### src/rtl/i_sensor_read.sv
// LUPA300 controller: power-up reset, SPI register upload, then slave-mode integration pulses.
// All outputs are flops; the frame timer pauses in readout while synchronized Frame_Valid is high.
module i_sensor_read #(
  parameter int                     CLK_DIV       = 4,
  parameter int                     RST_CYCLES    = 1000,
  parameter int                     SETTLE_CYCLES = 1000,
  parameter int                     NUM_REGS      = 4,
  parameter logic [16*NUM_REGS-1:0] CFG_WORDS     = 64'h1A05_0C40_0681_0203,
  parameter int                     INT_CYCLES    = 40000,
  parameter int                     FRAME_CYCLES  = 400000
) (
  input  logic       iCLOCK_80,
  input  logic       rst,
  output logic       SPI_EN,
  output logic       SPI_CLK,
  output logic       SPI_DAT,
  input  logic       Line_Valid,
  input  logic       Frame_Valid,
  output logic       INT_TIME1,
  output logic       INT_TIME2,
  output logic       INT_TIME3,
  output logic       RST_N,
  input  logic       Qt_ins,
  output logic [3:0] debug
);
  localparam int IW = (NUM_REGS > 1) ? $clog2(NUM_REGS) : 1;

  typedef enum logic [3:0] {
    S_RST    = 4'b0001,
    S_SETTLE = 4'b0010,
    S_SPI    = 4'b0100,
    S_GAP    = 4'b1000,
    S_STREAM = 4'b1111
  } state_t;

  state_t        state_q, state_d;
  logic [31:0]   cnt_q, cnt_d;
  logic [3:0]    bit_q, bit_d;
  logic [IW-1:0] idx_q, idx_d;
  logic [15:0]   sreg_q, sreg_d;
  logic [19:0]   fc_q, fc_d;
  logic          spi_en_q, spi_en_d;
  logic          spi_clk_q, spi_clk_d;
  logic          spi_dat_q, spi_dat_d;
  logic          rst_n_q, rst_n_d;
  logic          int1_q, int1_d;
  logic [1:0]    fv_sync_q, fv_sync_d;
  logic [1:0]    lv_sync_unused_q, lv_sync_unused_d;
  logic [IW-1:0] nxt_idx;
  logic [15:0]   nxt_word;

  assign nxt_idx  = idx_q + IW'(1);
  assign nxt_word = CFG_WORDS[{nxt_idx, 4'b0000} +: 16];

  always_comb begin
    state_d          = state_q;
    cnt_d            = cnt_q;
    bit_d            = bit_q;
    idx_d            = idx_q;
    sreg_d           = sreg_q;
    fc_d             = 20'd0;
    spi_en_d         = spi_en_q;
    spi_clk_d        = spi_clk_q;
    spi_dat_d        = spi_dat_q;
    rst_n_d          = rst_n_q;
    int1_d           = 1'b0;
    fv_sync_d        = {fv_sync_q[0], Frame_Valid};
    lv_sync_unused_d = {lv_sync_unused_q[0], Line_Valid};

    case (state_q)
      S_RST: begin
        rst_n_d = 1'b0;
        cnt_d   = cnt_q + 32'd1;
        if (cnt_q == 32'(RST_CYCLES - 1)) begin
          state_d = S_SETTLE;
          rst_n_d = 1'b1;
          cnt_d   = 32'd0;
        end
      end
      S_SETTLE: begin
        cnt_d = cnt_q + 32'd1;
        if (cnt_q == 32'(SETTLE_CYCLES - 1)) begin
          state_d   = S_SPI;
          cnt_d     = 32'd0;
          bit_d     = 4'd0;
          idx_d     = '0;
          sreg_d    = CFG_WORDS[15:0];
          spi_en_d  = 1'b1;
          spi_clk_d = 1'b0;
          spi_dat_d = CFG_WORDS[15];
        end
      end
      S_SPI: begin
        // cnt_q is the phase within the current bit; sreg_q[15] is the bit on the pin
        if (cnt_q == 32'(CLK_DIV - 1)) begin
          cnt_d     = 32'd0;
          spi_clk_d = 1'b0;
          if (bit_q == 4'd15) begin
            state_d   = S_GAP;
            spi_en_d  = 1'b0;
            spi_dat_d = 1'b0;
          end else begin
            bit_d     = bit_q + 4'd1;
            sreg_d    = {sreg_q[14:0], 1'b0};
            spi_dat_d = sreg_q[14];
          end
        end else begin
          cnt_d     = cnt_q + 32'd1;
          spi_clk_d = ((cnt_q + 32'd1) >= 32'(CLK_DIV / 2));
        end
      end
      S_GAP: begin
        cnt_d = cnt_q + 32'd1;
        if (cnt_q == 32'(4 * CLK_DIV - 1)) begin
          cnt_d = 32'd0;
          if (idx_q == IW'(NUM_REGS - 1)) begin
            state_d = S_STREAM;
          end else begin
            state_d   = S_SPI;
            idx_d     = nxt_idx;
            bit_d     = 4'd0;
            sreg_d    = nxt_word;
            spi_en_d  = 1'b1;
            spi_dat_d = nxt_word[15];
          end
        end
      end
      S_STREAM: begin
        if (Qt_ins) begin
          int1_d = (fc_q < 20'(INT_CYCLES));
          // Frame end stalls while the sensor is still reading out
          if (fc_q == 20'(FRAME_CYCLES - 1)) begin
            fc_d = fv_sync_q[1] ? fc_q : 20'd0;
          end else begin
            fc_d = fc_q + 20'd1;
          end
        end
      end
      default: begin
        state_d = S_RST;
      end
    endcase
  end

  always_ff @(posedge iCLOCK_80 or posedge rst) begin
    if (rst) begin
      state_q          <= S_RST;
      cnt_q            <= 32'd0;
      bit_q            <= 4'd0;
      idx_q            <= '0;
      sreg_q           <= 16'd0;
      fc_q             <= 20'd0;
      spi_en_q         <= 1'b0;
      spi_clk_q        <= 1'b0;
      spi_dat_q        <= 1'b0;
      rst_n_q          <= 1'b0;
      int1_q           <= 1'b0;
      fv_sync_q        <= 2'b00;
      lv_sync_unused_q <= 2'b00;
    end else begin
      state_q          <= state_d;
      cnt_q            <= cnt_d;
      bit_q            <= bit_d;
      idx_q            <= idx_d;
      sreg_q           <= sreg_d;
      fc_q             <= fc_d;
      spi_en_q         <= spi_en_d;
      spi_clk_q        <= spi_clk_d;
      spi_dat_q        <= spi_dat_d;
      rst_n_q          <= rst_n_d;
      int1_q           <= int1_d;
      fv_sync_q        <= fv_sync_d;
      lv_sync_unused_q <= lv_sync_unused_d;
    end
  end

  assign SPI_EN    = spi_en_q;
  assign SPI_CLK   = spi_clk_q;
  assign SPI_DAT   = spi_dat_q;
  assign RST_N     = rst_n_q;
  assign INT_TIME1 = int1_q;
  assign INT_TIME2 = 1'b0;
  assign INT_TIME3 = 1'b0;
  assign debug     = state_q;

endmodule

### config.mk
export PLATFORM = sky130hd
export DESIGN_NAME = i_sensor_read
export DESIGN_NICKNAME = d
export VERILOG_FILES = /design/src/rtl/i_sensor_read.sv
export SDC_FILE = /design/constraint.sdc
export NUM_CORES = 1
export LEC_CHECK = 0
export CAP_MARGIN = 15
export CELL_PAD_IN_SITES_DETAIL_PLACEMENT = 1
export CELL_PAD_IN_SITES_GLOBAL_PLACEMENT = 2
export CORE_MARGIN = 8
export CORE_UTILIZATION = 42
export DETAILED_ROUTE_END_ITERATION = 7
export PLACE_DENSITY_LB_ADDON = 0.2
export SYNTH_ARGS = -nofsm -noshare
export SYNTH_HDL_FRONTEND = slang
export SYNTH_SLANG_ARGS = --single-unit
### constraint.sdc
create_clock -name iCLOCK_80 -period 6.88 [get_ports iCLOCK_80]
set_input_delay 1.376 -clock iCLOCK_80 [delete_from_list [all_inputs] [get_ports iCLOCK_80]]
set_output_delay 1.376 -clock iCLOCK_80 [all_outputs]
set_load 0.02 [all_outputs]
==> results list <==
* Port Buffers: 12
- Worst-case setup slack after placement: 3720 ps
- Setup violators final: 0
- DP Wirelength: 8.28 mm
* Aggregate global-route resource usage: 0.171
* Hold violation total from the final report: 0
- TritonCTS built the clock tree.
- The tightest hold path in the finished design has a slack of 349 ps.
- After floorplanning, the core was sized to cover 11400 µm².
- Die area: 15300 µm²
* Site Rows: 39
- Average cell area after synthesis: 8.98 µm²
- Met3 GRT Util: 0.0426
- Tightest slew margin relative to the limit: 0.477
* Number of setup buffers added after CTS: 0
- For the pin with the worst max-slew slack, the measured transition is 777 ps.
- CTS placed an instance of sky130_fd_sc_hd__clkbuf_16 at the clock tree root.
* Dominant cell type by area after synthesis: sky130_fd_sc_hd__dfrtp_1
- The first global-routing pass estimated 20.8 mm of wire.
* Final Max Slew Viols: 0
- Of the total power, combinational logic draws 0.014.
* Critical Setup Path Class: flop to output pin
- Synthesized instance count: 542
- Number of antenna-violating nets in the routed design: 0
* Overall die width: 124 µm
- Counting along the longest clock path gives a buffer depth of 2.
- After filler insertion, the fill cell instance count of the layout stands at 1319.
* Syn Std Cell Area: 4860 µm²
- Xor-xnor portion of the synthesized cell area: 0.0792
* Switch share: 0.200
- For this design, the slowest cell found on the critical path is sky130_fd_sc_hd__dfstp_2.
* Critical Path RT: 5500 ps
- The number of antenna diodes in the final layout is 0.
- The internal power of the cells totals 837 µW.
- For this run, global-route usage on met1 was measured as 0.214.
* DRT iter0 DRCs: 280
* Crit path capture type: output pin
* H-tree levels: 3
* Pwr dens: 194 nW/µm²
- Register bit total from synthesis: 84
* Setup slack after layout: 3740 ps
- Combinational family with the most area after synthesis: simple AND/OR/NAND/NOR gates
* Arrival time at the worst endpoint: 1760 ps
- The routed design has 12.1 mm of wire.
* Pin count of the biggest net entering global routing: 85
* Area fraction in compound gates after synthesis: 0.147
* EDFF count, synth: 0
* Relative contribution of sequential cells to total power: 0.473
* Predominant post-synthesis flop cell: sky130_fd_sc_hd__dfrtp_1
* Final Skew: 7.34 ps
- Of the total synthesized cell area, the portion taken by full adders, half adders and majority gates is 0.0206.
* Crit start category: flop
* Number of antenna violations at the first check in global routing: 0
- Library cells used by synthesis: 59
* Upper clock frequency limit: 318 MHz
- Average wire per standard cell: 17.7 µm
* Initial standard-cell utilization of the core: 0.428
- Clock tree synthesis inserted a total of 9 buffers.
- Power share of the clock group: 0.513
* Total congestion overflow after global routing: 0
- In the synthesized netlist the async set-or-reset flop fraction comes to 1.00.
- Share of synthesized area spent on multiplexers: 0.0172
* Post-synthesis simple-gate area fraction: 0.259
- The most common cell in the synthesized netlist is sky130_fd_sc_hd__dfrtp_1.
- Broken down by cell family, the worst path's largest delay share belongs to flip-flops.
- For this run, the slowest stage of the critical path takes 740 ps.
* Share of layout cells above drive strength 1: 0.0704
* Area Overhead vs Synth: 10.7%
- At the end of the flow, the number of nets in the layout was 548.
- In the synthesized netlist, the cells that appear most often are sky130_fd_sc_hd__dfrtp_1, sky130_fd_sc_hd__nand2_1, sky130_fd_sc_hd__nor2_1, sky130_fd_sc_hd__nand3_1, sky130_fd_sc_hd__o21ai_0.
- For this run, the register share of the synthesized area comes to 0.432.
* CTS sink cnt: 84
* Final worst-path cycle share: 0.457
* Post-route DRC violation count: 0
- Post-CTS repair changed the size of 0 cells.
- Vias per std cell: 5.77
- The die is 124 µm tall.
- Ordered cell list for the critical path: clkdlybuf4s50_1
- Met2 Track Usage GR: 0.285
- The smallest clock period supported by the final layout is computed as 3140 ps.
* Global placer's final weighted congestion: 0.795
* RSZ-0062 raised after global routing: no
- During synthesis, Yosys emitted a total of 0 warnings.
* Count of maximum capacitance violations: 0
- The routed layout has 3943 vias.
- The via count of the first global-routing pass is 4147.
- Together, buffers and inverters on the worst path number 1.
- Min-delay worst type: flop to flop
- Setup total negative slack on the finished layout was measured at 0 ps.
- Leakage: 0.00229 µW
- Post-CTS clock slew at the launch and capture registers of the worst setup and hold paths: 60 ps
- In this run the worst path has a maximum fanout of 18.
- By area the synthesized netlist is led by sky130_fd_sc_hd__dfrtp_1, sky130_fd_sc_hd__xnor2_1, sky130_fd_sc_hd__nand2_1, sky130_fd_sc_hd__nor2_1, sky130_fd_sc_hd__xor2_1.
* NetSw: 210 µW
- VDD sags by at most 0.151 mV.
* Proportion of netlist area held by the largest area contributor: 0.427
- Global-route layer with the greatest usage: met2
- The flow ran to the end, and the final reports show no timing, DRC or antenna violations.
- After clock tree synthesis, the flow added hold-fix buffers numbering 0.
* Number of iterations in the first detailed-routing pass: 4
- Boundary pin count: 16
* Source-to-sink clock delay at the later pin of the worst-skew pair: 350 ps
routing by layer:
metal | wire (µm) | up-vias
met5 | 0 | -
met4 | 147 | 0
met3 | 310 | 14
met2 | 5880 | 25
met1 | 5730 | 1987
li1 | - | 1917
sequential cells by signal, indices dropped and copies added (netlist names):
signal and flops:
SPI_CLK 1, idx_q 2, fv_sync_q 2, SPI_EN 1
cnt_q 32, sreg_q 15, debug 4, RST_N 1
fc_q 20, bit_q 4, INT_TIME1 1, SPI_DAT 1
logic make-up after synthesis:
| kind of cell | count (synthesis) |
|---|---|
| flops | 84 |
| fa+ha+maj | 8 |
| xor+xnor | 44 |
| other cells | 1 |
| compound gates | 107 |
| buf+inv | 47 |
| simple gates | 243 |
| mux | 8 |
worst paths after layout:
| path | from | to | slack (ps) | cells past startpoint |
|---|---|---|---|---|
| worst max-delay path | debug[0] | debug[0] | 3740 | 1 |
| worst min-delay path | fv_sync_q[0] | fv_sync_q[1] | 350 | 0 |
| worst max register to register | cnt_q[0] | bit_q[3] | 3970 | 8 |
| worst min register to register | fv_sync_q[0] | fv_sync_q[1] | 350 | 0 |
| max in group asynchronous | rst | debug[0] | 4820 | 4 |
| min in group asynchronous | rst | bit_q[2] | 1420 | 3 |
placed cells by master, fill, tap and decap left out, drive strengths merged, types with 14 or more instances in the layout:
cell type,n
nor3,19
nor2,51
dfrtp,83
xor2,18
a21oi,18
o21ai,29
xnor2,26
nand3,31
and3,14
nand2,60
through the flow:
| step | std cells | util | power [µW] | cell area, µm² |
|---|---|---|---|---|
| 3_3_place_gp | 666 | 0.442 | 517 | 5030 |
| 4_1_cts | 682 | 0.471 | 1060 | 5360 |
| 6_report | 683 | 0.474 | 1050 | 5390 |
| 3_5_place_dp | 666 | 0.442 | 518 | 5030 |
| 5_1_grt | 683 | 0.474 | 1080 | 5390 |
| 2_1_floorplan | 543 | - | 513 | 4870 |
power by group through the flow:
stage / clock network, µW / registers (µW) / logic (µW)
2_1_floorplan: 0 / 504 / 9.10
3_3_place_gp: 0 / 504 / 13.5
3_5_place_dp: 0 / 504 / 13.9
4_1_cts: 554 / 495 / 14.0
5_1_grt: 572 / 495 / 17.7
6_report: 537 / 495 / 14.9
cell type report:
| type | count | area, µm² | area share |
|---|---|---|---|
| inverters | 10 | 38.8 | 0.00720 |
| multi-input cells | 412 | 2550 | 0.474 |
| clock inverters | 3 | 68.8 | 0.0128 |
| well taps | 143 | 179 | 0.0332 |
| repair buffers | 18 | 185 | 0.0344 |
| clock buffers | 13 | 260 | 0.0483 |
| flip-flops and latches | 84 | 2100 | 0.390 |
No activity file was read; power rests on OpenSTA's default activity.
==> variant 1 (same flow settings) <==
Register the input `Qt_ins` before use. The logic sees it one clock later. The other inputs are not delayed to match.
--- a/src/rtl/i_sensor_read.sv
+++ b/src/rtl/i_sensor_read.sv
@@ -32,6 +32,12 @@
     S_GAP    = 4'b1000,
     S_STREAM = 4'b1111
   } state_t;
+
+  logic Qt_ins_q;
+
+  always_ff @(posedge iCLOCK_80) begin
+    Qt_ins_q <= Qt_ins;
+  end
 
   state_t        state_q, state_d;
   logic [31:0]   cnt_q, cnt_d;
@@ -126,7 +132,7 @@
         end
       end
       S_STREAM: begin
-        if (Qt_ins) begin
+        if (Qt_ins_q) begin
           int1_d = (fc_q < 20'(INT_CYCLES));
           // Frame end stalls while the sensor is still reading out
           if (fc_q == 20'(FRAME_CYCLES - 1)) begin
Behaviour: no difference found for any inputs over 10 cycles, from zero or initial values and one cycle with rst high; that may be too few to reach the edited logic, so the function may still have changed.
==> variant 1 against the unedited design <==
Routed wire length is 0.35% higher. Power is 0.60% higher. Setup slack better by 0.016 ns. First-iteration DRC count is 18% lower. Cell area is 0.19% higher. Final cell count stayed put. Sequential cell count is 1 higher. Clock skew is 0.0017 ns higher. Area after synthesis is 0.41% higher. Highest routed layer unchanged.
==> variant 1: results <==
metrics = {
    "outcome": {
        "status": "completed",
    },
    "min_path": {
        "holdCritPathClass": "reg2reg",
    },
    "drt": {
        "first_pass_iters": 4,
        "drc": 0,
        "drt_iter0_markers": 231,
        "wl_per_cell_um": 17.7,
        "viasPerCell": 5.78,
    },
    "logic_synthesis": {
        "synthFlopType": "dfrtp_1",
        "ys_top_cells_by_area": "dfrtp_1, xnor2_1, nand2_1",
        "yosys-top-cells-count": "dfrtp_1, nand2_1, nor2_1, nand3_1, o21ai_0",
        "async_flop_share": 0.988,
        "synth_cell_types": 60,
        "synth-seq-area-share": 0.435,
        "synthCells": 543,
        "yosysWarnings": 0,
    },
    "sta": {
        "worst_pin_slew_ns": 0.806,
        "clock_skew_ns": 0.00905,
    },
    "clock_tree": {
        "cts_resized": 0,
        "root_buffer": "clkbuf_16",
        "cts.reportedPaths.clkPinSlew_ns": 0.06,
        "clk_latency_ns": 0.35,
        "cts_buffers": 9,
        "cts.htree.levels": 3,
        "postCtsSetupBuffers": 0,
        "clockBufferDepth": 2,
    },
    "global_routing": {
        "grt_max_degree": 85,
        "grt_pass1_vias": 4007,
        "track_usage": 0.169,
        "antenna_found_initial": 0,
        "grt_pass1_wl_um": 20400,
    },
    "setup_path": {
        "path_max_fanout": 18,
        "cp_top_family": "flip-flops",
        "arrival_ns": 1.75,
        "max_stage_delay_ns": 0.73,
        "crit_path_top_delay_cell": "dfstp_2",
    },
    "final_layout": {
        "drive_above_1_share": 0.0704,
        "num-nets-final": 548,
        "reg_top3": "cnt_q (32), fc_q (20), sreg_q (15)",
        "final_cell_count_no_fill": 683,
        "n_antenna_cell": 0,
    },
    "placement": {
        "dpl.cell_count": 666,
        "port-buffer-count": 12,
        "pre_cts_ws_ns": 3.89,
        "dp_hpwl_um": 8460,
        "placed_cell_area_mm2": 0.00504,
        "gp_congestion": 0.848,
    },
    "power": {
        "peakVddDrop_mv": 0.136,
        "leakagePower_nw": 2.29,
    },
}
-- variant 1: changes by cell type after synthesis --
cell	delta
dfxtp_1	+1
-- variant 1: path summary, 6_finish.rpt --
check / startpoint / to / slack (ns) / depth (start not counted)
hold reg to reg: fv_sync_q[0] / fv_sync_q[1] / 0.35 / 0
hold / removal: fv_sync_q[0] / fv_sync_q[1] / 0.35 / 0
setup reg to reg: debug[2] / cnt_q[31] / 3.90 / 7
max in group asynchronous: rst / debug[0] / 4.79 / 4
min in group asynchronous: rst / fc_q[17] / 1.44 / 3
setup / recovery: debug[0] / debug[0] / 3.76 / 1
-- variant 1: power breakdown --
group | internal (mW) | switching, mW | total, mW
Sequential | 0.501 | 0.000359 | 0.501
Combinational | 0.00362 | 0.0112 | 0.0148
Clock | 0.329 | 0.208 | 0.537
Total | 0.834 | 0.219 | 1.05
-- variant 1: cell type report --
class,count,area (um2)
Multi-Input combinational cell,412,2550
Sequential cell,85,2120
Timing Repair Buffer,17,178
Clock inverter,5,83.8
Fill cell,1308,5970
Clock buffer,11,243
Inverter,10,38.8
Tap cell,143,179
-- variant 1: routing by layer --
layer	GRT usage	part of all wire
met5	0	0
met4	0.0625	0.017
met3	0.0295	0.026
met2	0.282	0.49
met1	0.215	0.47
-- variant 1: kinds of logic after synthesis --
kind of cell / count (synthesis) / synth area share
AOI/OAI and AO/OA: 107 / 0.147
xor gates and xnor gates: 44 / 0.0789
adders and majority gates: 8 / 0.0205
buffers and inverters: 47 / 0.0438
DFF: 85 / 0.435
muxes: 8 / 0.0172
other: 1 / 0.000768
and+or+nand+nor: 243 / 0.258
==> variant 2 (same settings) <==
Made on the original files. Change the parameter `NUM_REGS` from 4 to 8.
--- a/src/rtl/i_sensor_read.sv
+++ b/src/rtl/i_sensor_read.sv
@@ -4,7 +4,7 @@
   parameter int                     CLK_DIV       = 4,
   parameter int                     RST_CYCLES    = 1000,
   parameter int                     SETTLE_CYCLES = 1000,
-  parameter int                     NUM_REGS      = 4,
+  parameter int                     NUM_REGS      = 8,
   parameter logic [16*NUM_REGS-1:0] CFG_WORDS     = 64'h1A05_0C40_0681_0203,
   parameter int                     INT_CYCLES    = 40000,
   parameter int                     FRAME_CYCLES  = 400000
Formal check against the unedited RTL: same outputs for any inputs over 10 cycles, from zero or initial values and one cycle with rst high; that may be too few to reach the edited logic, so the function may still have changed.
==> variant 2 against the unedited design <==
Die area grew 0.54%. Count of clock-buffer cells in the layout fell by 1. Setup slack lost 0.17 ns. Global-route usage decreased by 0.079 points. Cell area is 0.16% higher. Sequential cell count up 1. Routed wire length is 2.4% lower. Power fell by 2.6%. Final cell count decreased by 0.15%. Area after synthesis up 0.62%.
==> variant 2: results <==
metrics = {
    "global_routing": {
        "grt_pass1_wl_um": 20700,
        "met3_usage": 0.0267,
        "grt_max_degree": 86,
        "grt_use_met1": 0.228,
        "grt_pass1_vias": 3974,
        "track_usage": 0.170,
    },
    "setup_path": {
        "reg2regPathDepth": 7,
        "rrSetupSlack_ns": 3.57,
        "arrival_ns": 3.54,
        "crit_start": "cnt_q[0]",
        "critPathCapture": "sreg_q[0]",
        "max_stage_delay_ns": 0.60,
        "path_max_fanout": 16,
        "crit_path_top_delay_cell": "nor3b_4",
        "cp_top_family": "simple AND/OR/NAND/NOR gates",
    },
    "sta": {
        "hold_slack_ns": 0.349,
        "period_minus_slack_ns": 3.31,
        "slew_headroom": 0.501,
        "clock_skew_ns": 0.00569,
    },
    "drt": {
        "wl_met3_um": 318,
        "drt_iter0_markers": 216,
        "wl_per_cell_um": 17.3,
        "wl_met1_um": 5840,
        "viasPerCell": 5.75,
        "vias": 3922,
        "wl_met2_um": 5410,
    },
    "outcome": {
        "status": "completed",
    },
    "logic_synthesis": {
        "yosys-top-cells-count": "dfrtp_1, nand2_1, nor2_1, o21ai_0, xnor2_1",
        "synth-seq-area-share": 0.435,
        "synthCells": 541,
        "ys_top_cells_by_area": "dfrtp_1, xnor2_1, nand2_1",
        "synth_cell_types": 64,
    },
    "power": {
        "peakVddDrop_mv": 0.148,
        "p_switching_mw": 0.215,
        "leakagePower_nw": 2.21,
        "sw_frac_of_total": 0.211,
    },
    "placement": {
        "dp_hpwl_um": 8240,
        "dpl.cell_count": 665,
        "placed_cell_area_mm2": 0.00506,
        "gp_congestion": 0.779,
    },
    "min_path": {
        "hold_depth": 0,
    },
    "final_layout": {
        "nFillCells": 1300,
        "drive_above_1_share": 0.0779,
        "regArea_mm2": 0.00213,
    },
    "clock_tree": {
        "cts_resized": 0,
    },
}
-- variant 2: cell types whose count changed in the layout (fill, tap and decap cells not counted), sizes merged, moves of 5 or more --
| cell | delta |
|---|---|
| nand3 | -8 |
| nor2 | +8 |
| o21ai | +8 |
| a21o | -7 |
| or3 | -5 |
| o21a | -6 |
| nand4 | +5 |
-- variant 2: cell type report --
class                      instances  area share
sequential                        85       0.394
timing repair buffer              16      0.0315
multi-input combinational        413       0.478
clock inverter                     4     0.00881
inverter                           9     0.00649
tap                              143      0.0332
clock buffer                      12      0.0475
-- variant 2: cells by family (layout without fill, tap and decap cells) --
kind of cell,count (synthesis),after routing,synth area share
DFF,85,85,0.435
other,1,2,0.000766
adders and majority gates,9,9,0.0230
xor gates and xnor gates,46,46,0.0823
and+or+nand+nor,243,243,0.260
muxes,8,8,0.0171
AOI/OAI and AO/OA,105,105,0.141
buffers and inverters,44,41,0.0404
